`config.mk`:
```
export PLATFORM = sky130hd
export DESIGN_NAME = core_done_monitor
export DESIGN_NICKNAME = d
export VERILOG_FILES = /design/src/rtl/core_done_monitor.sv
export SDC_FILE = /design/constraint.sdc
export NUM_CORES = 1
export LEC_CHECK = 0
export BUFFER_PORTS_ARGS = -buffer_cell sky130_fd_sc_hd__buf_4
export CORE_MARGIN = 5
export CORE_UTILIZATION = 50
export CTS_CLUSTER_DIAMETER = 40
export DETAILED_ROUTE_END_ITERATION = 10
export PLACE_DENSITY = 0.85
export SKIP_LAST_GASP = 1
export SLEW_MARGIN = 20
export SYNTH_ARGS = -nofsm -noshare
export SYNTH_HDL_FRONTEND = slang
export SYNTH_SLANG_ARGS = --single-unit
```
`constraint.sdc`:
```
create_clock -name clk -period 3.2 [get_ports clk]
set_input_delay 0.16 -clock clk [delete_from_list [all_inputs] [get_ports clk]]
set_output_delay 0.16 -clock clk [all_outputs]
set_load 0.02 [all_outputs]
```
`src/rtl/core_done_monitor.sv`:
```
// Reset-sequencing and completion monitor for a multi-core array: stretches core reset,
// latches per-core done writes, counts run cycles. Optional timeout: CORE_DONE_MONITOR_TIMEOUT_EN.
module core_done_monitor #(
  parameter int                    NUM_CORES      = 4,
  parameter int                    RST_STAGES     = 6,
  parameter int                    ADDR_WIDTH     = 14,
  parameter int                    DONE_MODE      = 1,
  parameter logic [ADDR_WIDTH-1:0] DONE_ADDR      = 14'h03FC,
  parameter int                    CNT_WIDTH      = 32,
  parameter int                    TIMEOUT_CYCLES = 2**24
) (
  input  logic                            clk,
  input  logic                            reset,
  input  logic                            i_restart,
  input  logic [4*NUM_CORES-1:0]          i_dmem_wr_en,
  input  logic [ADDR_WIDTH*NUM_CORES-1:0] i_dmem_addr,
  output logic                            o_core_reset,
  output logic [NUM_CORES-1:0]            o_done_vec,
  output logic                            o_all_done,
  output logic                            o_timeout,
  output logic [CNT_WIDTH-1:0]            o_cycle_count,
  output logic                            o_led
);

  localparam int HW = (RST_STAGES > 1) ? $clog2(RST_STAGES) : 1;
  localparam logic [HW-1:0] HOLD_LAST = HW'(RST_STAGES - 1);
  localparam logic [CNT_WIDTH-1:0] TIMEOUT_LAST = CNT_WIDTH'(TIMEOUT_CYCLES - 1);

  if (NUM_CORES < 1 || NUM_CORES > 32 || RST_STAGES < 1 || TIMEOUT_CYCLES < 1) begin : g_bad_params
    $error("core_done_monitor: illegal parameter values");
  end

  typedef enum logic [1:0] {
    S_HOLD,
    S_RUN,
    S_DONE,
    S_TIMEOUT
  } state_t;

  state_t                state;
  logic [HW-1:0]         hold_cnt;
  logic [NUM_CORES-1:0]  done_ev;

  // A core reports done by writing its mailbox word (or any word when DONE_MODE is 0).
  always_comb begin
    done_ev = '0;
    for (int c = 0; c < NUM_CORES; c++) begin
      done_ev[c] = (|i_dmem_wr_en[4*c +: 4]) &&
                   ((DONE_MODE == 0) || (i_dmem_addr[ADDR_WIDTH*c +: ADDR_WIDTH] == DONE_ADDR));
    end
  end

  always_ff @(posedge clk or posedge reset) begin
    if (reset) begin
      state         <= S_HOLD;
      hold_cnt      <= '0;
      o_core_reset  <= 1'b1;
      o_done_vec    <= '0;
      o_all_done    <= 1'b0;
      o_timeout     <= 1'b0;
      o_cycle_count <= '0;
      o_led         <= 1'b0;
    end else begin
      o_led <= o_all_done;
      if (i_restart) begin
        state         <= S_HOLD;
        hold_cnt      <= '0;
        o_core_reset  <= 1'b1;
        o_done_vec    <= '0;
        o_all_done    <= 1'b0;
        o_timeout     <= 1'b0;
        o_cycle_count <= '0;
      end else begin
        case (state)
          S_HOLD: begin
            o_core_reset <= 1'b1;
            if (hold_cnt == HOLD_LAST) begin
              state        <= S_RUN;
              hold_cnt     <= '0;
              o_core_reset <= 1'b0;
            end else begin
              hold_cnt <= hold_cnt + HW'(1);
            end
          end
          S_RUN: begin
            o_done_vec <= o_done_vec | done_ev;
            // All-done is tested first so it wins over a coincident timeout.
            if (&o_done_vec) begin
              state      <= S_DONE;
              o_all_done <= 1'b1;
            end
`ifdef CORE_DONE_MONITOR_TIMEOUT_EN
            else if (o_cycle_count == TIMEOUT_LAST) begin
              state     <= S_TIMEOUT;
              o_timeout <= 1'b1;
            end
`endif
            else if (o_cycle_count != '1) begin
              o_cycle_count <= o_cycle_count + CNT_WIDTH'(1);
            end
          end
          default: begin
          end
        endcase
      end
    end
  end

endmodule

```
# [Yosys cells after proc, flatten, opt, wreduce, memory -nomap -nowiden]
# Index checks and enable logic that the tools add are counted.
# Widths: inputs -> output; s select.
[word_totals] ff_bits=44 input_bits=75
[classes] addsub=2 n_eq_ne=10 n_mux=19 bitwise=1 reduce_logical=18
[ops] operator="$mux 32" n=4
[ops] operator="$eq 14x10->1 const B" n=4
[ops] operator="$add 32x1->32 const B" n=1
[ops] operator="$ne 32x32->1 const B" n=1
[ops] operator="$reduce_or 4->1" n=4
[ops] operator="$mux 3" n=3
[ops] operator="$mux 4" n=2
[ops] operator="$reduce_bool 2->1" n=4
[ops] operator="$mux 1" n=6
[ops] operator="$mux 2" n=3
[ops] operator="$ne 3x3->1 const B" n=2
[ops] operator="$reduce_and 3->1" n=2
[ops] operator="$logic_and 1x1->1" n=4
[ops] operator="$or 4x4->4" n=1
[ops] operator="$pmux 2 s2" n=1
[ops] operator="$reduce_and 4->1" n=1
[ops] operator="$add 3x1->3 const B" n=1
[ops] operator="$eq 3x3->1 const B" n=1
[ops] operator="$reduce_bool 3->1" n=1
[ops] operator="$eq 2x1->1 const B" n=1
[ops] operator="$logic_not 2->1" n=1
[ops] operator="$ne 2x2->1 const B" n=1
[ops] operator="$reduce_and 2->1" n=1

# [Depth between registers and ports, before layout]
[depth] depth_word=5 mapped_depth=7 depth_no_buf=6

# [Least setup slack after synthesis]
# Ideal clock, no wire load.
[synth_path] kind="register to register" startpoint="register o_cycle_count[6]" endpoint="register o_cycle_count[31]" setup_time_ns=0.125 arrival_ns=2.149 t_required_ns=3.075 setup_slack_ns=0.927 path_stages_with_launch=6 path_buffers=0 cell_sequence="dfrtp_1 nand4_2 or4_4 a311o_1 nor4_1 mux2_2"
[synth_via] elab_chain_cells=5 word_cells_on_any_way=8 classes_between="add/sub (1); eq/ne (1); mux (4); reduce/logical (2)"
[synth_rtl] item="start, declared" line="21" rtl="output logic [CNT_WIDTH-1:0] o_cycle_count,"
[synth_rtl] item="start signal, assigned" line="99" rtl="o_cycle_count <= o_cycle_count + CNT_WIDTH'(1);"
[synth_rtl] item="$add 32x1->32" line="99"
[synth_rtl] item="$mux 32" line="98" rtl="else if (o_cycle_count != '1) begin"
[synth_rtl] item="$mux 32" line="88" rtl="if (&o_done_vec) begin"
[synth_rtl] item="$mux 32" line="74" rtl="case (state)"
[synth_rtl] item="$mux 32" line="65" rtl="if (i_restart) begin"
# Parallel ways exist; a longest one is shown, timed or not. The select of a mux whose other input is x is not followed.
# A chain may end at the register's enable or synchronous reset.

# [Worst setup path after layout]
[layout_path] startpoint="register state[0]" endpoint="register o_cycle_count[31]"
[layout_via] elab_chain_cells=3
[layout_rtl] item="start, declared" line="40" rtl="state_t state;"
[layout_rtl] item="start signal, assigned" line="55" rtl="state <= S_HOLD;"
[layout_rtl] item="start signal, assigned" line="66" rtl="state <= S_HOLD;"
[layout_rtl] item="start signal, assigned" line="78" rtl="state <= S_RUN;"
[layout_rtl] item="$eq 2x1->1" line="74"
[layout_rtl] item="$reduce_bool 2->1 (no source line)"
[layout_rtl] item="$reduce_and 3->1 (no source line)"
# No other way between the ends.

==> summary.txt <==
Fmax: 0.3961 GHz
Compound-gate portion of the synthesized area: 15.20%
Post-CTS sizing: 0
Ys Warns: 0
Clock tree buffer depth: 2
Fin Hold WS: -1.765 ps
Synthesized Nets: 342
Adder-Cell Fraction of Synth Area: 0.5118%
Vias: 2,508
Failing checks: hold timing
Nets: 452
Final wirelength: 6982 um
Avg Cell Area, Syn: 9.191 um^2
Final Setup Violations: 0
Drt pass-1 iters: 4
HP Class: in -> async
Post-synthesis xor/xnor area fraction: 2.149%
Antenna violations before repair: 0
Final antenna-violating net count: 0
Ant diodes: 0
Remaining DRCs: 0
Drt initial violations: 165
Starting Density: 51.76%
Final Hold Viols: 1
Max Fanout on Critical Path: 15
Multi-input gate area: 1245 um^2
I/O Buffers: 113
Final Cycle Share: 78.89%
Clk sinks: 44
Crit path kind: reg -> reg
Die area: 6388 um^2
Core Area: 4723 um^2
CP Capture Type: flip-flop
Setup crit start kind: flip-flop
CTS tree: done
Critical path buffer and inverter count: 0
Routability cong.: 0.8993
CTS Hold Bufs: 0
CTS H-tree lvls: 2
Vias in the first global route: 2,547
Post-synthesis register bit count: 44
FP Rows: 25
Slowest stage delay, CP: 570 ps
Simple-Gate Fraction of Synth Area: 30.14%
Pin count of the biggest net entering global routing: 52
Placement Cell Area: 3336 um^2
Most common cell after layout, fill and taps aside: buf_4
Crit path cell chain: nor2b_1, nand4_1, a311o_1, nor4_1, mux2_2
Slew Limit Fails: 0
DIE WIDTH: 79.93 um
Worst slew pin tran: 712.9 ps
Synth area leader: dfrtp_1
Global-route wire length before repair: 11,670 um
Min Clock Period, post-route: 2524 ps
Commonest non-fill, non-tap cells in the layout: 114 x buf_4, 43 x dfrtp_1, 24 x a21oi_1
Status: finished, violations left
CTS clk-pin slew, worst paths: 80 ps
Final Cell Area: 3426 um^2
Number of synthesized flops with an enable pin: 0
Max VDD drop: 0.0002455 V
Insertion delay to the later sink of the worst-skew pair: 290 ps
Grt total ovfl: 0
RSZ-0062 raised after global routing: false
Fraction of synthesized area in multiplexers: 2.764%
Async S/R FF share, synth: 100.0%
Sequential standard cell area: 1102 um^2
Register area share after synthesis: 45.09%
Slowest-stage cell, CP: a311o_1
Root Driver: clkbuf_8
Synth top area share: 44.01%
Main synth FF type: dfrtp_1
Clock Skew: 5.747 ps
Syn-to-layout area delta: 40.12%
Core Util, Final: 72.53%
Data required time of the critical path: 3390 ps
Slew headroom: 52.03%
CTS Buf Count: 5
CP delay by family, top: simple AND/OR/NAND/NOR gates
Synthesized area: 2445 um^2
Via density: 5.649
Ranking of synthesized cells by area: dfrtp_1 44%, a21oi_1 4.9%, nand4_1 3.8%, nor2_1 3.5%, or4_1 3.4%
Max-Cap Viols: 0
Cells after Synth: 266
I/O pin count: 115
Die height: 79.93 um
Fin Setup TNS: 0 ps
Wire per inst: 15.73 um
Total GRT Usage: 22.92%
Main combinational cell family by area after synthesis: simple AND/OR/NAND/NOR gates
Post-CTS setup repair buffer count: 0
Share of cells above drive strength 1: 35.01%
Leak: 1.492 nW
Yosys cell types: 43
Power Dens Cells: 304.7 nW/um^2
DP HPWL: 5328 um
Layout fillers: 380
WP data arrival: 2710 ps
-- tightest hold or removal path: stages --
cell and delay, ps:
buf_4 110, clkinv_1 30, buf_4 460
-- layout make-up --
type	instances	area share, %
clock buffers	8	2.630
inverters	13	1.424
multi-input cells	198	36.34
flip-flops and latches	44	32.18
well taps	67	2.447
repair buffers	114	24.98
-- path summary, 6_finish.rpt --
path / startpoint / end / slack (ps) / depth (start not counted)
setup / recovery: state[0] / o_cycle_count[31] / 680 / 5
hold / removal: reset / o_cycle_count[26] / -2 / 3
setup reg to reg: state[0] / o_cycle_count[31] / 680 / 5
hold reg to reg: o_all_done / o_led / 420 / 0
max in group asynchronous: reset / o_core_reset / 2820 / 3
min in group clk: i_dmem_addr[16] / o_done_vec[1] / 140 / 3
-- cell usage after synthesis, types with 2 or more instances --
master and n:
nor4b_1 2, buf_2 3, or4_1 11, o41ai_1 2, nor4bb_1 4, clkbuf_1 7
o31ai_1 7, nand3_1 10, and4_1 2, nand2_1 15, nand4_1 15, nand4_2 2
a211oi_1 3, mux2_2 6, a21oi_1 24, or3_1 10, xnor2_1 6, a2111oi_0 2
nor2_1 23, nor2b_1 9, dfrtp_1 43, inv_1 13, nand3b_1 2, nor4_1 8
a211o_1 2, o21ai_0 11, o32ai_1 4, nor3_1 5
-- state kept, by name, summed over array words and instances, names as in the netlist --
register       flops
hold_cnt           3
o_all_done         1
o_core_reset       1
o_cycle_count     32
o_done_vec         4
o_led              1
state              2
-- report_power, final --
part / internal (W) / total, W / switching, W
clock network: 0.000176 / 0.000358 / 0.000182
logic: 0.0000721 / 0.000119 / 0.0000473
registers: 0.000562 / 0.000567 / 0.00000518
total: 0.000810 / 0.00104 / 0.000234
-- cell families after synthesis --
family,after synthesis
AOI/OAI and AO/OA,59
xor gates and xnor gates,6
adders and majority gates,1
buffers and inverters,24
DFF,44
muxes,6
other,1
and+or+nand+nor,125
-- through the flow --
step | total power [W] | worst slack, ps | std cells
floorplan | 0.0006184 | 926.6 | 266
global placement | 0.0006950 | 826.1 | 436
detailed placement | 0.0006981 | 735.5 | 436
CTS | 0.001049 | 701.2 | 444
global route | 0.001091 | 470.0 | 444
finish | 0.001044 | 675.6 | 444
-- metal layers --
layer	global-route usage, %	share of wire (%)	vias up
met3	6.546	6.4	11
met1	27.92	41	1194
met5	0	0	-
met4	6.926	1.5	0
li1	-	-	1223
met2	39.07	51	80
Note: power is estimated with default switching activity, not from simulation.
